===== config.mk =====
export PLATFORM = sky130hd
export DESIGN_NAME = axilite_rr_master
export DESIGN_NICKNAME = d
export VERILOG_FILES = /design/src/rtl/axilite_rr_master.sv
export SDC_FILE = /design/constraint.sdc
export NUM_CORES = 1
export LEC_CHECK = 0
export CORE_ASPECT_RATIO = 0.8
export CORE_MARGIN = 5
export CORE_UTILIZATION = 46
export DETAILED_ROUTE_END_ITERATION = 10
export MAX_ROUTING_LAYER = met4
export PLACE_DENSITY = 0.89
export SLEW_MARGIN = 20
export SYNTH_ARGS = -nofsm -noshare
export SYNTH_HDL_FRONTEND = slang
export SYNTH_SLANG_ARGS = --single-unit
export TNS_END_PERCENT = 1

===== constraint.sdc =====
create_clock -name s_axi_aclk -period 3.6 [get_ports s_axi_aclk]
set_input_delay 0.72 -clock s_axi_aclk [delete_from_list [all_inputs] [get_ports s_axi_aclk]]
set_output_delay 0.72 -clock s_axi_aclk [all_outputs]
set_load 0.01 [all_outputs]

===== src/rtl/axilite_rr_master.sv =====
// Two-client round-robin AXI-Lite master, one transaction in flight.
// Sequences AW/W/B or AR/R and returns a one-cycle response pulse.
module axilite_rr_master #(
  parameter int TIMEOUT = 64
) (
  input  logic        s_axi_aclk,
  input  logic        s_axi_aresetn,
  input  logic        req0_valid,
  output logic        req0_ready,
  input  logic        req0_write,
  input  logic [31:0] req0_addr,
  input  logic [31:0] req0_wdata,
  input  logic        req1_valid,
  output logic        req1_ready,
  input  logic        req1_write,
  input  logic [31:0] req1_addr,
  input  logic [31:0] req1_wdata,
  output logic        rsp0_valid,
  output logic [31:0] rsp0_rdata,
  output logic [1:0]  rsp0_resp,
  output logic        rsp1_valid,
  output logic [31:0] rsp1_rdata,
  output logic [1:0]  rsp1_resp,
  output logic        m_axi_awvalid,
  input  logic        m_axi_awready,
  output logic [31:0] m_axi_awaddr,
  output logic        m_axi_wvalid,
  input  logic        m_axi_wready,
  output logic [31:0] m_axi_wdata,
  input  logic        m_axi_bvalid,
  output logic        m_axi_bready,
  input  logic [1:0]  m_axi_bresp,
  output logic        m_axi_arvalid,
  input  logic        m_axi_arready,
  output logic [31:0] m_axi_araddr,
  input  logic        m_axi_rvalid,
  output logic        m_axi_rready,
  input  logic [31:0] m_axi_rdata,
  input  logic [1:0]  m_axi_rresp,
  output logic        grant,
  output logic        busy,
  output logic        timeout_err
);

  typedef enum logic [2:0] {
    IDLE, AW, W, B, AR, R, RSP
  } state_t;

  localparam int CW = $clog2(TIMEOUT);
  localparam logic [CW-1:0] LAST = CW'(TIMEOUT - 1);

  state_t        state;
  logic          last_grant;
  logic [CW-1:0] cnt;
  logic [31:0]   wdata_q;

  logic          pick1;
  logic          any_req;
  logic          sel_write;
  logic [31:0]   sel_addr;
  logic [31:0]   sel_wdata;
  logic          hs;
  logic          phase;
  logic          tmo;
  logic          fin;
  logic [31:0]   fin_rdata;
  logic [1:0]    fin_resp;

  always_comb begin
    pick1 = 1'b0;
    unique case (1'b1)
      (req0_valid & req1_valid):  pick1 = ~last_grant;
      (req1_valid & ~req0_valid): pick1 = 1'b1;
      default:                    pick1 = 1'b0;
    endcase
  end

  assign any_req    = req0_valid | req1_valid;
  assign req0_ready = (state == IDLE) & req0_valid & ~pick1;
  assign req1_ready = (state == IDLE) & pick1;
  assign sel_write  = pick1 ? req1_write : req0_write;
  assign sel_addr   = pick1 ? req1_addr  : req0_addr;
  assign sel_wdata  = pick1 ? req1_wdata : req0_wdata;
  assign busy       = (state != IDLE);

  always_comb begin
    hs = 1'b0;
    unique case (state)
      AW:      hs = m_axi_awready;
      W:       hs = m_axi_wready;
      B:       hs = m_axi_bvalid;
      AR:      hs = m_axi_arready;
      R:       hs = m_axi_rvalid;
      default: hs = 1'b0;
    endcase
  end

  assign phase = (state == AW) | (state == W) | (state == B)
               | (state == AR) | (state == R);

  // a handshake in the final cycle beats the watchdog
  assign tmo = phase & ~hs & (cnt == LAST);

  assign fin = tmo
             | ((state == B) & m_axi_bvalid)
             | ((state == R) & m_axi_rvalid);

  assign fin_rdata = ((state == R) & m_axi_rvalid) ? m_axi_rdata : '0;
  assign fin_resp  = tmo           ? 2'b10
                   : (state == B)  ? m_axi_bresp
                   :                 m_axi_rresp;

  always_ff @(posedge s_axi_aclk) begin
    if (!s_axi_aresetn) begin
      state         <= IDLE;
      last_grant    <= 1'b1;
      cnt           <= '0;
      wdata_q       <= '0;
      grant         <= 1'b0;
      timeout_err   <= 1'b0;
      rsp0_valid    <= 1'b0;
      rsp0_rdata    <= '0;
      rsp0_resp     <= '0;
      rsp1_valid    <= 1'b0;
      rsp1_rdata    <= '0;
      rsp1_resp     <= '0;
      m_axi_awvalid <= 1'b0;
      m_axi_awaddr  <= '0;
      m_axi_wvalid  <= 1'b0;
      m_axi_wdata   <= '0;
      m_axi_bready  <= 1'b0;
      m_axi_arvalid <= 1'b0;
      m_axi_araddr  <= '0;
      m_axi_rready  <= 1'b0;
    end else begin
      rsp0_valid <= fin & ~grant;
      rsp0_rdata <= (fin & ~grant) ? fin_rdata : '0;
      rsp0_resp  <= (fin & ~grant) ? fin_resp  : '0;
      rsp1_valid <= fin & grant;
      rsp1_rdata <= (fin & grant) ? fin_rdata : '0;
      rsp1_resp  <= (fin & grant) ? fin_resp  : '0;

      cnt <= (phase & ~hs & ~tmo) ? cnt + 1'b1 : '0;

      unique case (state)
        IDLE: begin
          if (any_req) begin
            grant      <= pick1;
            last_grant <= pick1;
            if (sel_write) begin
              state         <= AW;
              m_axi_awvalid <= 1'b1;
              m_axi_awaddr  <= sel_addr;
              wdata_q       <= sel_wdata;
            end else begin
              state         <= AR;
              m_axi_arvalid <= 1'b1;
              m_axi_araddr  <= sel_addr;
            end
          end
        end
        AW: begin
          if (m_axi_awready) begin
            m_axi_awvalid <= 1'b0;
            m_axi_wvalid  <= 1'b1;
            m_axi_wdata   <= wdata_q;
            state         <= W;
          end
        end
        W: begin
          if (m_axi_wready) begin
            m_axi_wvalid <= 1'b0;
            m_axi_bready <= 1'b1;
            state        <= B;
          end
        end
        B: begin
          if (m_axi_bvalid) begin
            m_axi_bready <= 1'b0;
            state        <= RSP;
          end
        end
        AR: begin
          if (m_axi_arready) begin
            m_axi_arvalid <= 1'b0;
            m_axi_rready  <= 1'b1;
            state         <= R;
          end
        end
        R: begin
          if (m_axi_rvalid) begin
            m_axi_rready <= 1'b0;
            state        <= RSP;
          end
        end
        RSP:     state <= IDLE;
        default: state <= IDLE;
      endcase

      if (tmo) begin
        m_axi_awvalid <= 1'b0;
        m_axi_wvalid  <= 1'b0;
        m_axi_bready  <= 1'b0;
        m_axi_arvalid <= 1'b0;
        m_axi_rready  <= 1'b0;
        timeout_err   <= 1'b1;
        state         <= RSP;
      end
    end
  end

endmodule


==> flow_summary_export.csv, run 1 <==
group,metric,value,unit
run_status,status,"finished clean",
logic_synthesis,post_synth_instance_area,8207,µm²
floorplanning,start_util,0.4708,
sta,layout_min_cycle_time,3.047,ns
run,cap_viol_max_count,0,
logic_synthesis,postSynthNetCount,986,
floorplanning,die-width,159.3,µm
global_route,first_global_vias,7102,
power_and_ir_drop,power.density_cell_area,610.7,nW/µm²
placed_design,port_buffers,350,
power_and_ir_drop,p_leak,5.677,nW
clocking,ctsLongestPathBuffers,3,
setup_path,crit_type,"in -> out",
setup_path,critical_path.max_fanout,7,
cells_and_area,postLayoutCoreUtil,0.7227,
sta,fin_worst_hold_slack,0.4584,ns
hold_path,min_path_type,"reg -> reg",
clocking,post_cts_resized,0,
sta,worst_slack,0.5528,ns
sta,grt_setup_unrepaired,"false",
clocking,numCtsBuffers,22,
setup_path,reg2reg_depth,5,
sta,setup_viol,0,
logic_synthesis,synthTopCellsByArea,"sky130_fd_sc_hd__dfxtp_1 52%, sky130_fd_sc_hd__o211a_1 12%, sky130_fd_sc_hd__mux2i_1 8.3%, sky130_fd_sc_hd__nand2_1 8.0%, sky130_fd_sc_hd__and2_1 5.0%",
floorplanning,die_height,129.5,µm
placed_design,detailedPlacementHpwl,18280,µm
sta,fmax,328.2,MHz
clocking,tritoncts,"done",
floorplanning,fp.dieArea,20630,µm²
logic_synthesis,synthArstFlopShare,0,
logic_synthesis,area_share_of_the_largest_cell_type_after_synthesis,0.5245,
clocking,clock_latency,0.50,ns
placed_design,place_congestion,0.8810,
global_route,grt_max_degree,97,
route,drt.antenna.violating_nets,0,
setup_path,r2r-end,"cnt[5]$_SDFF_PN0_",
sta,worst_slew_pin_slew,0.7612,ns
sta,setup-tns-final,0,ns
setup_path,crit_path_start_kind,"input pin",
route,drtIter0Drc,374,
logic_synthesis,netlist-cell-type-count,51,
setup_path,crit-reg2reg-launch,"state[2]$_SDFFE_PN0P_",
global_route,grt_usage,0.2371,
sta,slew_viol_final,0,
global_route,grt-ovfl-total,0,
logic_synthesis,synth-edff-count,0,
logic_synthesis,synth_flop_cell,"sky130_fd_sc_hd__dfxtp_1",
global_route,antenna_found_initial,0,
placed_design,detailed_place.area,11840,µm²
route,vias,7040,
logic_synthesis,synthesis.instances,809,
route,post-route-drc-count,0,
power_and_ir_drop,vdd_ir_drop_max,356.5,µV
clocking,postCtsHoldBufs,0,
clocking,cts_root_buffer,"sky130_fd_sc_hd__clkbuf_16",
sta,timing.clock.skew,0.01152,ns
setup_path,crit_required,2.88,ns
setup_path,regToRegSetupSlack,1.56,ns
floorplanning,placementRows,43,
route,wire_per_inst,18.18,µm
cells_and_area,post_route_cells_drive_above_1_share,0.05217,
power_and_ir_drop,total_power,7.694,mW
cells_and_area,finalInstanceArea,12600,µm²
floorplanning,io-pin-count,351,
placed_design,placedCellCount,1336,
sta,final.period_utilization,0.8465,
setup_path,crit_arrival,2.33,ns
setup_path,timing.critical_path.to,"req1_ready",
logic_synthesis,synth_top_cells_by_count,"215 x sky130_fd_sc_hd__dfxtp_1, 175 x sky130_fd_sc_hd__nand2_1, 96 x sky130_fd_sc_hd__o211a_1, 68 x sky130_fd_sc_hd__mux2i_1, 65 x sky130_fd_sc_hd__and2_1",
setup_path,startpoint,"req0_valid",
cells_and_area,num-nets-final,1312,
setup_path,cp-end-kind,"primary output",
global_route,grt_first_pass_wirelength,38650,µm
route,drt_wl_total,25000,µm
cells_and_area,antenna_cells_inserted,0,
floorplanning,core_footprint,17430,µm²
placed_design,minimum_setup_slack_after_placement,0.5547,ns
logic_synthesis,postSynthRegisterBits,215,
logic_synthesis,yosysSeqAreaShare,0.5245,
logic_synthesis,synth-warning-count,0,
logic_synthesis,most_frequently_used_cell_type_in_the_post_synthesis_netlist,"sky130_fd_sc_hd__dfxtp_1",
route,via_per_inst,5.120,
logic_synthesis,postSynthAreaPerCell,10.14,µm²
clocking,cts-htree-levels,1,
route,dr.pass1.iters,5,
logic_synthesis,synth_area_leader_cell,"sky130_fd_sc_hd__dfxtp_1",
sta,finalHoldViolCount,0,
cells_and_area,synthToLayoutAreaGrowth,53.51,%
cells_and_area,final_cells,1375,
clocking,cts.clk_slew.worst_paths,0.06,ns
clocking,clock_sink_count,215,
sta,slew-limit-headroom,0.4926,
clocking,cts.repair_timing.setup_buffer_count,0,
[worst max-delay path, cell delays in order]
cell,delay [ns]
sky130_fd_sc_hd__clkdlybuf4s50_1,0.52
sky130_fd_sc_hd__a21boi_4,0.30
sky130_fd_sc_hd__and2_1,0.22
sky130_fd_sc_hd__clkdlybuf4s50_1,0.57
[metal layers]
layer | vias up | routed length [µm] | GRT usage
met5 | - | 0 | -
li1 | 3423 | - | -
met2 | 252 | 12330 | 0.3998
met3 | 52 | 1756 | 0.06169
met1 | 3313 | 10130 | 0.2832
met4 | 0 | 786 | 0.06871
[state kept, by name, indices dropped and copies added (netlist names)]
signal and flops:
state 3, wdata_q 32, rsp1_resp 2, last_grant 1, m_axi_arvalid 1, m_axi_araddr 32, rsp0_valid 1, rsp0_rdata 32
m_axi_wdata 32, rsp1_rdata 32, rsp1_valid 1, m_axi_bready 1, m_axi_awaddr 32, cnt 6, m_axi_rready 1, rsp0_resp 2
m_axi_wvalid 1, timeout_err 1, m_axi_awvalid 1, grant 1
[cell type report]
class / instances / area, µm²
repair buffers: 362 / 3603
well taps: 225 / 281.5
inverters: 5 / 18.77
clock buffers: 31 / 635.6
clock inverters: 8 / 120.1
flip-flops and latches: 215 / 4304
multi-input cells: 529 / 3635
fillers: 1273 / 4833
[worst min-delay path by stage]
stage / start / endpoint / depth (start not counted)
after floorplan: cnt[0]$_SDFF_PN0_ / cnt[0]$_SDFF_PN0_ / 1
after global placement: cnt[0]$_SDFF_PN0_ / cnt[0]$_SDFF_PN0_ / 1
after detailed placement: cnt[0]$_SDFF_PN0_ / cnt[0]$_SDFF_PN0_ / 1
after CTS: cnt[0]$_SDFF_PN0_ / cnt[0]$_SDFF_PN0_ / 1
after global routing: timeout_err$_SDFFE_PN0P_ / timeout_err$_SDFFE_PN0P_ / 1
final: cnt[0]$_SDFF_PN0_ / cnt[0]$_SDFF_PN0_ / 1
[placed cells by master, fill, tap and decap left out, types with 2 or more instances in the layout]
master / count
sky130_fd_sc_hd__clkdlybuf4s50_1: 349
sky130_fd_sc_hd__dfxtp_1: 215
sky130_fd_sc_hd__nand2_1: 175
sky130_fd_sc_hd__o211a_1: 96
sky130_fd_sc_hd__mux2i_1: 68
sky130_fd_sc_hd__and2_1: 65
sky130_fd_sc_hd__a21boi_0: 32
sky130_fd_sc_hd__clkbuf_16: 23
sky130_fd_sc_hd__nor2_1: 20
sky130_fd_sc_hd__a21oi_1: 14
sky130_fd_sc_hd__buf_4: 12
sky130_fd_sc_hd__nor2b_1: 5
sky130_fd_sc_hd__clkbuf_1: 5
sky130_fd_sc_hd__nand2b_1: 4
sky130_fd_sc_hd__inv_1: 4
sky130_fd_sc_hd__nand3_1: 3
sky130_fd_sc_hd__nand3b_1: 3
sky130_fd_sc_hd__nor3_1: 3
sky130_fd_sc_hd__xnor2_1: 3
sky130_fd_sc_hd__clkbuf_8: 3
sky130_fd_sc_hd__bufinv_16: 3
sky130_fd_sc_hd__clkinv_2: 3
sky130_fd_sc_hd__a21oi_4: 2
sky130_fd_sc_hd__and3_1: 2
sky130_fd_sc_hd__o21ai_0: 2
sky130_fd_sc_hd__o21a_1: 2
sky130_fd_sc_hd__nor4bb_1: 2
sky130_fd_sc_hd__ha_1: 2
sky130_fd_sc_hd__clkinvlp_4: 2
[logic make-up (layout without fill, tap and decap cells)]
kind of cell,after synthesis,after routing,share of synthesized area
fa+ha+maj,2,2,0.003049
mux,69,69,0.08568
compound gates,162,162,0.1761
flops,215,215,0.5245
xor+xnor,4,4,0.004270
buf+inv,65,406,0.03766
simple gates,292,292,0.1688
[power by group]
| group | internal (mW) | switching, mW |
|---|---|---|
| sequential | 2.80 | 0.288 |
| combinational | 1.18 | 1.06 |
| clock | 1.45 | 0.913 |
| total | 5.43 | 2.26 |
Power figures use the tool's default switching activity.
==> inputs of run 2 (changes only) <==
- CORE_UTILIZATION: 46 -> 38
- PLACE_DENSITY: 0.89 -> 0.79
- clock period: 3.6 -> 2.4 ns (I/O delays scaled with it)
==> run 2 against run 1 <==
Effect of this change: utilization is 12 points lower; die area up 20%; critical path type unchanged; sequential power increased by 47%; highest routed layer unchanged; cell area is 2.0% higher.
==> flow_summary_export.csv, run 2 (synthesized netlist as in run 1, its figures left out) <==
group,metric,value,unit
sta,finalHoldViolCount,0,
route,drt_wl_total,24400,µm
placed_design,detailedPlacementHpwl,18210,µm
sta,fmax,440.0,MHz
global_route,grt_usage,0.1921,
placed_design,detailed_place.area,12100,µm²
global_route,antenna_found_initial,0,
cells_and_area,num-nets-final,1328,
clocking,tritoncts,"done",
setup_path,crit_arrival,1.79,ns
setup_path,cp_slowest_cell,"sky130_fd_sc_hd__clkdlybuf4s50_1",
route,drtIter0Drc,337,
route,vias,7075,
global_route,first_global_vias,7093,
floorplanning,start_util,0.3828,
setup_path,worstPathCellList,"clkdlybuf4s50_1 > a21boi_4 > and2_1 > dlygate4sd2_1",
run_status,status,"finished clean",
cells_and_area,nFillCells,1828,
clocking,cts-htree-levels,1,
cells_and_area,post_route_cells_drive_above_1_share,0.06615,
floorplanning,placementRows,48,
hold_path,min_path_type,"in -> reg",
clocking,ctsLongestPathBuffers,3,
cells_and_area,most_frequent_cells_in_the_layout,"346 x sky130_fd_sc_hd__clkdlybuf4s50_1, 215 x sky130_fd_sc_hd__dfxtp_1, 175 x sky130_fd_sc_hd__nand2_1",
global_route,grt_first_pass_wirelength,37700,µm
setup_path,crit_type,"in -> out",
floorplanning,die_height,141.4,µm
cells_and_area,antenna_cells_inserted,0,
floorplanning,core_footprint,21440,µm²
floorplanning,io-pin-count,351,
clocking,clock_sink_count,215,
floorplanning,fp.dieArea,24650,µm²
setup_path,crit_required,1.92,ns
cells_and_area,postLayoutCoreUtil,0.5993,
cells_and_area,synthToLayoutAreaGrowth,56.58,%
sta,grt_setup_unrepaired,"false",
sta,final.period_utilization,0.9470,
clocking,cts.clk_slew.worst_paths,0.06,ns
sta,setup_viol,0,
route,dr.pass1.iters,6,
global_route,grt-ovfl-total,0,
global_route,grt_max_degree,66,
sta,worst_slew_pin_slew,0.5480,ns
power_and_ir_drop,vdd_ir_drop_max,538.4,µV
placed_design,place_congestion,0.8017,
sta,layout_min_cycle_time,2.273,ns
run,cap_viol_max_count,0,
cells_and_area,finalInstanceArea,12850,µm²
power_and_ir_drop,total_power,11.65,mW
sta,timing.clock.skew,0.009468,ns
setup_path,crit_path_start_kind,"input pin",
sta,slew_viol_final,0,
clocking,clock_latency,0.49,ns
setup_path,critical_path.max_fanout,5,
placed_design,port_buffers,350,
route,post-route-drc-count,0,
setup_path,cp-end-kind,"primary output",
sta,slew-limit-headroom,0.6347,
power_and_ir_drop,p_leak,5.793,nW
route,via_per_inst,4.917,
clocking,numCtsBuffers,22,
cells_and_area,layout.cells.most_common,"sky130_fd_sc_hd__clkdlybuf4s50_1",
power_and_ir_drop,power.density_cell_area,906.9,nW/µm²
route,drt.antenna.violating_nets,0,
floorplanning,die-width,174.3,µm
clocking,cts_root_buffer,"sky130_fd_sc_hd__clkbuf_16",
setup_path,cp_slowest_stage_delay,0.53,ns
clocking,postCtsHoldBufs,0,
route,wire_per_inst,16.96,µm
-- run 2: cell count changes in the layout (fill, tap and decap cells not counted), moves of 2 or more --
cell	previous run	this run
sky130_fd_sc_hd__buf_4	12	22
sky130_fd_sc_hd__buf_12	1	7
sky130_fd_sc_hd__clkbuf_8	3	6
sky130_fd_sc_hd__clkdlybuf4s50_1	349	346
sky130_fd_sc_hd__dlygate4sd2_1	0	3
sky130_fd_sc_hd__clkbuf_1	5	3
sky130_fd_sc_hd__clkinvlp_4	2	0
-- run 2: critical path: cells and delay by family --
kind	cells	cell delay (ns)
AOI/OAI and AO/OA	1	0.27
and+or+nand+nor	1	0.20
buffers and inverters	2	0.84
-- run 2: worst paths after layout --
path,start,endpoint,slack [ns],depth (start not counted)
worst max register to register,state[1]$_SDFFE_PN0P_,state[2]$_SDFFE_PN0P_,0.56,6
worst min register to register,cnt[0]$_SDFF_PN0_,cnt[0]$_SDFF_PN0_,0.45,1
worst max-delay path,req1_valid,req1_ready,0.13,4
worst min-delay path,s_axi_aresetn,last_grant$_SDFFE_PN1P_,0.32,2
-- run 2: power by group --
part / internal, mW / leakage (nW) / switching, mW
logic: 1.92 / 3.67 / 1.71
clock network: 2.14 / 0.370 / 1.34
registers: 4.21 / 1.75 / 0.348
-- run 2: area by class of cell --
| type | instances | area (µm²) | area share |
|---|---|---|---|
| sequential | 215 | 4304 | 0.3350 |
| timing repair buffer | 378 | 3795 | 0.2953 |
| multi-input combinational | 529 | 3643 | 0.2835 |
| clock buffer | 32 | 669.4 | 0.05209 |
| tap | 275 | 344.1 | 0.02678 |
| clock inverter | 5 | 75.07 | 0.005842 |
| inverter | 5 | 18.77 | 0.001461 |
-- run 2: what timing repair did --
action | 4_1_cts | 5_1_grt
buffers inserted | 0 | 0
resized for setup | 5 | 0
setup endpoints to repair | 2 | 0
-- run 2: layer usage --
| layer | vias to the layer above | GRT usage | share of wire |
|---|---|---|---|
| met5 | - | - | 0 |
| met4 | 0 | 0.04623 | 0.027 |
| met3 | 42 | 0.04795 | 0.064 |
| met2 | 224 | 0.3239 | 0.48 |
| met1 | 3351 | 0.2333 | 0.43 |
| li1 | 3458 | - | - |
-- run 2: metrics by stage --
| step | std cells | TNS, ns | setup slack (ns) | hold WS (ns) |
|---|---|---|---|---|
| 2_1_floorplan | 809 | 0 | 0.6510 | 0.4176 |
| 3_3_place_gp | 1402 | -0.1798 | -0.09174 | 0.4289 |
| 3_5_place_dp | 1402 | -0.2842 | -0.1179 | 0.4369 |
| 4_1_cts | 1439 | 0 | 0.1418 | 0.3098 |
| 5_1_grt | 1439 | 0 | 0.08979 | 0.3186 |
| 6_report | 1439 | 0 | 0.1271 | 0.3235 |
